### src/rtl/sync_fifo_pkg.sv
// sync_fifo_pkg: shared widths and constants for the synchronous FIFO controller.
// ptr_t / cnt_t describe the default 256-entry configuration; the width
// functions give the same widths for any power-of-two depth.
package sync_fifo_pkg;

  // Registered RAM read latency; the output skid buffer holds one word per
  // cycle of latency plus the word being presented.
  localparam int RD_LATENCY    = 1;
  localparam int SKID_DEPTH    = RD_LATENCY + 1;
  localparam int DEFAULT_DEPTH = 256;

  typedef logic [$clog2(DEFAULT_DEPTH)-1:0] ptr_t;
  typedef logic [$clog2(DEFAULT_DEPTH):0]   cnt_t;

  // Pointer width for a given depth (addresses modulo depth).
  function automatic int ptr_bits(input int depth);
    return $clog2(depth);
  endfunction

  // Occupancy width: one extra bit so a full FIFO is representable.
  function automatic int cnt_bits(input int depth);
    return $clog2(depth) + 1;
  endfunction

endpackage

### src/rtl/sync_fifo_ctrl_if.sv
// sync_fifo_ctrl_if: producer/consumer stream bundle of the synchronous FIFO.
// The count signal exists only when SYNC_FIFO_COUNT_EN is defined.
interface sync_fifo_ctrl_if
  import sync_fifo_pkg::*;
#(
  parameter int DATA_WIDTH = 8,
  parameter int FIFO_DEPTH = 256
);

  logic [DATA_WIDTH-1:0] in_data;
  logic                  in_valid;
  logic                  in_ready;
  logic [DATA_WIDTH-1:0] out_data;
  logic                  out_valid;
  logic                  out_ready;
  logic                  full;
  logic                  empty;
`ifdef SYNC_FIFO_COUNT_EN
  logic [cnt_bits(FIFO_DEPTH)-1:0] count;
`endif

  // Producer/consumer view (drives payload and handshakes into the FIFO).
  modport master (
    output in_data, in_valid, out_ready,
`ifdef SYNC_FIFO_COUNT_EN
    input  count,
`endif
    input  in_ready, out_data, out_valid, full, empty
  );

  // FIFO view.
  modport slave (
    input  in_data, in_valid, out_ready,
`ifdef SYNC_FIFO_COUNT_EN
    output count,
`endif
    output in_ready, out_data, out_valid, full, empty
  );

endinterface

### src/rtl/dual_port_RAM.sv
// dual_port_RAM: two-port RAM, writes on either port, registered read on port 1.
// Contents are not reset.
module dual_port_RAM #(
  parameter int DATA_WIDTH = 8,
  parameter int DEPTH      = 256
) (
  input  logic                     clk,
  input  logic [$clog2(DEPTH)-1:0] addr0,
  input  logic [DATA_WIDTH-1:0]    din0,
  input  logic                     wr_en0,
  input  logic [$clog2(DEPTH)-1:0] addr1,
  input  logic [DATA_WIDTH-1:0]    din1,
  input  logic                     wr_en1,
  output logic [DATA_WIDTH-1:0]    dout1
);

  logic [DATA_WIDTH-1:0] mem [DEPTH];

  // Array writes from both ports and one-cycle registered read on port 1.
  always_ff @(posedge clk) begin
    if (wr_en0) begin
      mem[addr0] <= din0;
    end
    if (wr_en1) begin
      mem[addr1] <= din1;
    end
    dout1 <= mem[addr1];
  end

endmodule

### src/rtl/sync_fifo_ctrl.sv
// sync_fifo_ctrl: synchronous FIFO around dual_port_RAM with first-word-fall-through
// output through a 2-entry skid buffer. Port 0 writes, port 1 reads.
// Optional macro SYNC_FIFO_COUNT_EN exposes the registered occupancy on bus.count.
module sync_fifo_ctrl
  import sync_fifo_pkg::*;
#(
  parameter int DATA_WIDTH = 8,
  parameter int FIFO_DEPTH = 256
) (
  input logic             clk,
  input logic             rst,
  sync_fifo_ctrl_if.slave bus
);

  localparam int            PW      = ptr_bits(FIFO_DEPTH);
  localparam int            CW      = cnt_bits(FIFO_DEPTH);
  localparam logic [CW-1:0] DEPTH_C = CW'(FIFO_DEPTH);
  localparam logic [CW-1:0] ONE_C   = CW'(1);
  localparam logic [CW-1:0] ZERO_C  = CW'(0);
  localparam logic [PW-1:0] PONE_C  = PW'(1);
  localparam logic [2:0]    SKID_C  = 3'(SKID_DEPTH);

  logic [PW-1:0]         wr_ptr, rd_ptr;
  logic [CW-1:0]         occ, occ_next;
  logic [CW-1:0]         ram_cnt, ram_cnt_next;
  logic                  accept_en, full_flag, empty_flag;
  logic                  in_flight;
  logic                  head_valid, head_valid_next, spare_valid, spare_valid_next;
  logic [DATA_WIDTH-1:0] head_data, head_data_next, spare_data, spare_data_next;
  logic [DATA_WIDTH-1:0] ram_rdata;
  logic                  push, pop, issue;
  logic [2:0]            stage_used, stage_limit;

  assign push = bus.in_valid & accept_en;
  assign pop  = head_valid & bus.out_ready;

  // A read may be issued only if its word will find a free skid slot; a pop
  // this cycle frees one, which keeps the stream bubble-free.
  assign stage_used  = {2'b00, head_valid} + {2'b00, spare_valid} + {2'b00, in_flight};
  assign stage_limit = SKID_C + {2'b00, pop};
  assign issue       = (ram_cnt != ZERO_C) && (stage_used < stage_limit);

  dual_port_RAM #(DATA_WIDTH, FIFO_DEPTH) ram (
    .clk    (clk),
    .addr0  (wr_ptr),
    .din0   (bus.in_data),
    .wr_en0 (push),
    .addr1  (rd_ptr),
    .din1   ({DATA_WIDTH{1'b0}}),
    .wr_en1 (1'b0),
    .dout1  (ram_rdata)
  );

  // Occupancy and committed-unread RAM entry bookkeeping.
  always_comb begin
    occ_next     = occ;
    ram_cnt_next = ram_cnt;
    if (push && !pop) begin
      occ_next = occ + ONE_C;
    end else if (!push && pop) begin
      occ_next = occ - ONE_C;
    end else begin
      occ_next = occ;
    end
    if (push && !issue) begin
      ram_cnt_next = ram_cnt + ONE_C;
    end else if (!push && issue) begin
      ram_cnt_next = ram_cnt - ONE_C;
    end else begin
      ram_cnt_next = ram_cnt;
    end
  end

  // Skid buffer: a pop promotes the spare, then returning RAM data fills the
  // first free slot (head before spare).
  always_comb begin
    head_valid_next  = head_valid;
    head_data_next   = head_data;
    spare_valid_next = spare_valid;
    spare_data_next  = spare_data;
    if (pop) begin
      head_valid_next  = spare_valid;
      spare_valid_next = 1'b0;
      if (spare_valid) begin
        head_data_next = spare_data;
      end else begin
        head_data_next = head_data;
      end
    end else begin
      head_valid_next  = head_valid;
      spare_valid_next = spare_valid;
    end
    if (in_flight) begin
      if (!head_valid_next) begin
        head_valid_next = 1'b1;
        head_data_next  = ram_rdata;
      end else begin
        spare_valid_next = 1'b1;
        spare_data_next  = ram_rdata;
      end
    end else begin
      spare_data_next = spare_data;
    end
  end

  // State registers; reset drops all contents and ignores any read in flight.
  always_ff @(posedge clk) begin
    if (rst) begin
      wr_ptr      <= {PW{1'b0}};
      rd_ptr      <= {PW{1'b0}};
      occ         <= ZERO_C;
      ram_cnt     <= ZERO_C;
      accept_en   <= 1'b1;
      full_flag   <= 1'b0;
      empty_flag  <= 1'b1;
      in_flight   <= 1'b0;
      head_valid  <= 1'b0;
      head_data   <= {DATA_WIDTH{1'b0}};
      spare_valid <= 1'b0;
      spare_data  <= {DATA_WIDTH{1'b0}};
    end else begin
      if (push) begin
        wr_ptr <= wr_ptr + PONE_C;
      end
      if (issue) begin
        rd_ptr <= rd_ptr + PONE_C;
      end
      occ         <= occ_next;
      ram_cnt     <= ram_cnt_next;
      accept_en   <= (occ_next != DEPTH_C);
      full_flag   <= (occ_next == DEPTH_C);
      empty_flag  <= (occ_next == ZERO_C);
      in_flight   <= issue;
      head_valid  <= head_valid_next;
      head_data   <= head_data_next;
      spare_valid <= spare_valid_next;
      spare_data  <= spare_data_next;
    end
  end

  assign bus.in_ready  = accept_en;
  assign bus.out_valid = head_valid;
  assign bus.out_data  = head_data;
  assign bus.full      = full_flag;
  assign bus.empty     = empty_flag;
`ifdef SYNC_FIFO_COUNT_EN
  assign bus.count     = occ;
`endif

endmodule

### src/flat_wrapper.sv
// flat-port wrapper written by rule: the top's interface ports become plain ports
module sync_fifo_ctrl_flat import sync_fifo_pkg::*;
#(
  parameter int DATA_WIDTH = 8,
  parameter int FIFO_DEPTH = 256
)
  (clk, rst, bus_in_data, bus_in_valid, bus_out_ready, bus_in_ready, bus_out_data, bus_out_valid, bus_full, bus_empty);
  sync_fifo_ctrl_if #(.DATA_WIDTH(DATA_WIDTH), .FIFO_DEPTH(FIFO_DEPTH)) bus_i ();
  input logic clk;
  input logic rst;
  input wire logic [$bits(bus_i.in_data)-1:0] bus_in_data;
  input wire logic [$bits(bus_i.in_valid)-1:0] bus_in_valid;
  input wire logic [$bits(bus_i.out_ready)-1:0] bus_out_ready;
  output wire logic [$bits(bus_i.in_ready)-1:0] bus_in_ready;
  output wire logic [$bits(bus_i.out_data)-1:0] bus_out_data;
  output wire logic [$bits(bus_i.out_valid)-1:0] bus_out_valid;
  output wire logic [$bits(bus_i.full)-1:0] bus_full;
  output wire logic [$bits(bus_i.empty)-1:0] bus_empty;
  assign bus_i.in_data = bus_in_data;
  assign bus_i.in_valid = bus_in_valid;
  assign bus_i.out_ready = bus_out_ready;
  assign bus_in_ready = bus_i.in_ready;
  assign bus_out_data = bus_i.out_data;
  assign bus_out_valid = bus_i.out_valid;
  assign bus_full = bus_i.full;
  assign bus_empty = bus_i.empty;
  sync_fifo_ctrl #(.DATA_WIDTH(DATA_WIDTH), .FIFO_DEPTH(FIFO_DEPTH)) u_core (.clk(clk), .rst(rst), .bus(bus_i));
endmodule
### config.mk
export PLATFORM = sky130hd
export DESIGN_NAME = sync_fifo_ctrl_flat
export DESIGN_NICKNAME = d
export VERILOG_FILES = /design/src/rtl/sync_fifo_pkg.sv /design/src/rtl/sync_fifo_ctrl_if.sv /design/src/rtl/dual_port_RAM.sv /design/src/rtl/sync_fifo_ctrl.sv /design/src/flat_wrapper.sv
export SDC_FILE = /design/constraint.sdc
export NUM_CORES = 2
export LEC_CHECK = 0
export CELL_PAD_IN_SITES_DETAIL_PLACEMENT = 1
export CELL_PAD_IN_SITES_GLOBAL_PLACEMENT = 1
export CORE_UTILIZATION = 53
export CTS_BUF_LIST = sky130_fd_sc_hd__clkbuf_2 sky130_fd_sc_hd__clkbuf_4 sky130_fd_sc_hd__clkbuf_8
export DETAILED_ROUTE_END_ITERATION = 8
export PLACE_DENSITY = 0.79
export SLEW_MARGIN = 10
export SYNTH_ARGS = -nofsm -noshare
export SYNTH_HDL_FRONTEND = slang
export SYNTH_SLANG_ARGS = --single-unit
### constraint.sdc
create_clock -name clk -period 4.9 [get_ports clk]
set_clock_uncertainty 0.1 [all_clocks]
set_input_delay 1.47 -clock clk [delete_from_list [all_inputs] [get_ports clk]]
set_output_delay 1.47 -clock clk [all_outputs]
set_load 0.03 [all_outputs]
== Word-level counts from Yosys, hierarchy flattened ==
Memories as Yosys holds them, arrays and structs flattened. A register that Yosys moved wholly into a read port is not among the register bits.
Cells that the tools add are included.
Word-level totals
  RAM bits: 2048
  memories kept: 1
  word-level logic and storage cells: 54
  bits of input ports: 12
  register bits: 56
  output and inout bits: 12
Memories
  u_core.ram.mem: words 256, bits a word 8, read ports 1, clocked after memory_dff 1, wr ports 1, line dual_port_RAM.sv:17  | logic [DATA_WIDTH-1:0] mem [DEPTH];
Operators by class
  add/subtract/negate cells: 9
  equality and inequality tests: 2
  reduce and logical (&&, ||, !) cells: 12
  bitwise gates (word level): 2
  multiplexer cells: 15
  order comparisons: 1
Operators with widths (count)
  $mux W9: 4
  $mux W8: 4
  $add A9 B1 Y9 const B: 2
  $sub A9 B1 Y9 const B: 2
  $add A8 B1 Y8 const B: 2
  $eq A9 B9 Y1 const B: 1
  $logic_not A9 Y1: 1
  $ne A9 B9 Y1 const B: 1
  $reduce_bool A9 Y1: 1
  $mux W1: 7
  $logic_and A1 B1 Y1: 5
  $add A2 B1 Y3 const A: 1
  $add A3 B1 Y3: 1
  $logic_not A1 Y1: 3
  $lt A3 B3 Y1: 1
  $add A1 B1 Y2: 1
  $and A1 B1 Y1: 2
  $reduce_and A2 Y1: 1
  $reduce_bool A2 Y1: 1

== Longest topological paths before layout ==
  depth after elaboration: 7
  depth in mapped cells: 15
  depth with buffers taken out: 15

== Hierarchy ==
Synthesis repeated with hierarchy kept, for this count alone.
Unflattened totals
  cells, all modules: 6760
  area total of the unflattened synthesis: 108550.4 um2
Modules (own cells, without submodules)
  dual_port_RAM: cells an instance 6443, instances 1, sequential area each 61659.1 um2, area each 105807.7 um2
  sync_fifo_ctrl: cells an instance 317, instances 1, sequential area each 1121.1 um2, area each 2742.6 um2

== Worst setup path after synthesis ==
No wires, ideal clock.
  path kind: input-to-reg
  start: in bus_out_ready
  end: reg u_core.ram_cnt[8]
  setup slack: 0.097 ns
  data arrival time: 4.582 ns
  cell stages on the path: 14
  data required time: 4.679 ns
  path buffers: 0
  library setup time: 0.121 ns
  cells stage by stage: and2_1 > a21oi_1 > a211oi_1 > inv_1 > ha_1 > inv_1 > ha_1 > nor2b_1 > o21ai_0 > a21boi_0 > o21a_1 > o41ai_1 > mux2i_1 > mux2_2
Between the ends
  word-level cells in the longest chain between the ends: 7
  elaborated cells on any way between the ends: 9
  classes of those cells: 1 x add/sub; 1 x order compare; 1 x mux; 1 x bitwise; 5 x reduce/logical
Ends and longest elaborated chain
  start, declared: line flat_wrapper.sv:13  | input wire logic [$bits(bus_i.out_ready)-1:0] bus_out_ready;
  $and A1 B1 Y1 (*): line sync_fifo_ctrl.sv:35  | assign pop = head_valid & bus.out_ready;
  $add A2 B1 Y3 (*): line sync_fifo_ctrl.sv:40  | assign stage_limit = SKID_C + {2'b00, pop};
  $lt A3 B3 Y1 (*): line sync_fifo_ctrl.sv:41  | assign issue = (ram_cnt != ZERO_C) && (stage_used < stage_limit);
  $logic_and A1 B1 Y1 (*): line sync_fifo_ctrl.sv:41
  $logic_not A1 Y1: line sync_fifo_ctrl.sv:65  | if (push && !issue) begin
  $logic_and A1 B1 Y1: line sync_fifo_ctrl.sv:65
  $mux W9 or $reduce_bool A2 Y1 (tied branches)
  end signal, assigned: line sync_fifo_ctrl.sv:129  | ram_cnt <= ram_cnt_next;
  end, declared: line sync_fifo_ctrl.sv:25  | logic [CW-1:0] ram_cnt, ram_cnt_next;
Every way passes the cells marked *; elsewhere a longest branch is shown, timed or not.
A chain may end at the register's enable or synchronous reset.

==> results.py <==
metrics = {
    "sta": {
        "slew_violations": 0,
        "min_period_ns": 4.346,
        "grt_setup_unrepaired": "false",
        "setup-violations-final": 0,
        "setup-tns-final_ns": 0,
        "final_hold_viol_count": 0,
        "maxSlewHeadroom_pct": 14.59,
        "worst_pin_slew_ns": 1.281,
        "fmax_mhz": 230.1,
        "finalCritPeriodShare_pct": 88.70,
    },
    "synth": {
        "yosys.area.top_type_share_pct": 74.61,
        "ys_ff_latch": 2112,
        "async_flop_share_pct": 0,
        "synth_common_cells": "2048 x edfxtp_1, 445 x mux4_2, 339 x nor2_1",
        "synth_area_per_cell_um2": 19.92,
        "yosys_warnings": 0,
        "ys_seq_area_share_pct": 76.16,
        "synth_top_flop_cell": "edfxtp_1",
        "syn-num-nets": 4171,
        "yosysUniqueCellTypes": 68,
        "synth-edff-count": 2048,
        "yosys.area.top_type": "edfxtp_1",
        "synth.most_common_cell": "edfxtp_1",
        "yosys-top-cells-area": "edfxtp_1 75%, mux4_2 12%, mux2i_1 2.2%, dfxtp_1 1.6%, nor2_1 1.5%",
        "syn_inst": 4139,
        "syn-cell-area_mm2": 0.08243,
    },
    "place": {
        "portBuffers": 23,
        "gp_congestion": 0.8928,
        "hpwl_um": 147300,
    },
    "setup_path": {
        "cpPeakStageDelay_ns": 0.90,
        "critPathSlowestCell": "dfxtp_4",
        "required_ns": 5.73,
        "worst_path_most_repeated_cell": "buf_4",
        "worstPathArrival_ns": 5.18,
        "endpoint_kind": "flop",
        "critical_path.cell_chain": "buf_4 > buf_4 > mux4_2 > a22o_1 > a221oi_1 > o22ai_1 > nor3_1 > o32ai_1 > buf_4",
        "crit_type": "flop to flop",
        "cp-start-kind": "flop",
        "cp_max_fo": 29,
    },
    "power_and_ir_drop": {
        "p_leak_nw": 29.00,
        "clkPwrFrac_pct": 33.1,
        "power_frac_seq_pct": 45.4,
        "fin_total_pwr_mw": 44.56,
        "comb_power_share_pct": 21.5,
        "swShare_pct": 28.28,
        "internal-power_mw": 31.96,
        "p_sw_mw": 12.60,
        "p_per_area_mw_per_mm2": 481.0,
        "peakVddDrop_uv": 357.2,
    },
    "final_layout": {
        "drive_gt1_share_pct": 26.55,
        "nFillCells": 13238,
        "multiInputGateArea_mm2": 0.01822,
        "nets": 4534,
        "area_growth_pct": 12.37,
        "seqCellArea_mm2": 0.06280,
    },
    "global_routing": {
        "antenna_found_initial": 11,
        "grt_use_total_pct": 30.64,
        "grt_max_degree": 130,
        "grt_pass1_wl_um": 341200,
        "overflow": 0,
        "grt_pass1_vias": 47219,
    },
    "clock_network": {
        "ctsResizeCount": 0,
        "clockRootBuffer": "clkbuf_8",
        "insertion_delay_ns": 1.10,
        "clockBufferDepth": 4,
        "hold_buffers": 0,
        "numCtsBuffers": 345,
        "ctsHtreeMaxLevel": 5,
        "clk_pin_slew_ns": 0.06,
        "cts_tree": "done",
        "clock_sinks": 2112,
        "post_cts_buffers": 0,
    },
    "floorplanning": {
        "dieArea_mm2": 0.1571,
        "die_h_um": 396.4,
        "die_width_um": 396.4,
        "io-pin-count": 24,
        "rows": 144,
        "core-area_mm2": 0.1542,
        "start_util_pct": 53.45,
    },
    "drt": {
        "ant_nets": 0,
        "vias_per_cell": 6.676,
        "dr.pass1.iters": 8,
        "wirelength_um": 240000,
        "drtIter0Drc": 6820,
        "dr_total_vias": 45404,
        "wl_per_cell_um": 35.29,
        "drc_errors": 8,
    },
    "run": {
        "drv_cap": 0,
    },
    "worst_hold_path": {
        "hold_path_class": "flop to flop",
    },
    "status": {
        "violations": "design-rule violations",
        "status": "complete, but fails checks",
    },
}
## per-stage QoR
step / setup WS [ns] / util (%) / hold WS [ns] / std cells / area [um^2]
after floorplan: 0.09707 / - / 0.3536 / 4139 / 82430
after global placement: -0.04615 / 55.89 / 0.3727 / 6199 / 86200
after detailed placement: -0.1407 / 55.89 / 0.3705 / 6199 / 86200
after CTS: 0.7178 / 60.05 / 0.3823 / 6794 / 92610
after global routing: 0.5545 / 60.05 / 0.4019 / 6796 / 92620
final: 0.5538 / 60.06 / 0.3804 / 6801 / 92630
## per-layer routing
layer | vias up | track usage (%) | share of wire, %
met1 | 23632 | 40.58 | 36
met4 | 12 | 15.55 | 5.2
met2 | 3303 | 47.27 | 47
met3 | 666 | 8.016 | 11
met5 | - | 0 | 0.033
li1 | 17791 | - | -
## layout make-up
class                           count  area share [%]
Tap cell                         2044           2.761
Clock buffer                      465           6.153
Antenna cell                        7         0.01891
Inverter                           22         0.09050
Multi-Input combinational cell   1746           19.66
Sequential cell                  2112           67.79
Timing Repair Buffer              275           2.750
Clock inverter                    130          0.7686
## power by group through the flow
stage	registers, mW	logic (mW)	clock network, mW
2_1_floorplan	20.4	6.40	0
3_3_place_gp	20.6	9.22	0
3_5_place_dp	20.6	9.43	0
4_1_cts	20.2	9.51	14.9
5_1_grt	20.2	9.94	15.5
6_report	20.2	9.56	14.8
## state kept, by name, indices dropped and copies added, names as in the netlist, 8 cells and up
name	flops
u_core.ram.mem	2048
u_core.bus.out_data	8
u_core.ram_cnt	9
u_core.wr_ptr	8
u_core.ram.dout1	8
u_core.occ	9
u_core.rd_ptr	8
u_core.spare_data	8
## cells in the final DEF, fill, tap and decap left out, types with 70 or more instances in the layout
| cell type | count |
|---|---|
| a21oi_1 | 101 |
| a22oi_1 | 80 |
| buf_4 | 220 |
| clkbuf_4 | 112 |
| clkbuf_8 | 361 |
| clkinv_1 | 87 |
| edfxtp_1 | 2048 |
| mux2i_1 | 179 |
| mux4_2 | 445 |
| nand2_1 | 116 |
| nand3_1 | 70 |
| nor2_1 | 336 |
## worst max-delay path, delay by kind of cell (launching register included)
kind            cells  cell delay (ns)
compound gates      4             1.39
buf+inv             3             0.93
flops               1             0.90
mux                 1             0.59
simple gates        1             0.28
## kinds of logic (layout without fill, tap and decap cells)
| logic type | count (synthesis) | in the layout | share of synthesized area, % |
|---|---|---|---|
| muxes | 641 | 641 | 14.56 |
| buffers and inverters | 281 | 892 | 1.785 |
| AOI/OAI and AO/OA | 437 | 437 | 3.684 |
| xor gates and xnor gates | 20 | 20 | 0.2125 |
| and+or+nand+nor | 628 | 628 | 3.271 |
| DFF | 2112 | 2112 | 76.16 |
| adders and majority gates | 20 | 20 | 0.3218 |
| other | 0 | 7 | 0 |
## worst paths after layout
| path | startpoint | end | slack [ns] | cells after the start |
|---|---|---|---|---|
| max reg2reg | u_core.rd_ptr[0]$_SDFFE_PP0P_ | u_core.ram.dout1[3]$_DFF_P_ | 0.55 | 9 |
| max | u_core.rd_ptr[0]$_SDFFE_PP0P_ | u_core.ram.dout1[3]$_DFF_P_ | 0.55 | 9 |
| min reg2reg | u_core.bus.out_data[1]$_SDFF_PP0_ | u_core.bus.out_data[1]$_SDFF_PP0_ | 0.38 | 2 |
| min | u_core.bus.out_data[1]$_SDFF_PP0_ | u_core.bus.out_data[1]$_SDFF_PP0_ | 0.38 | 2 |
No activity file was read; power rests on OpenSTA's default activity.
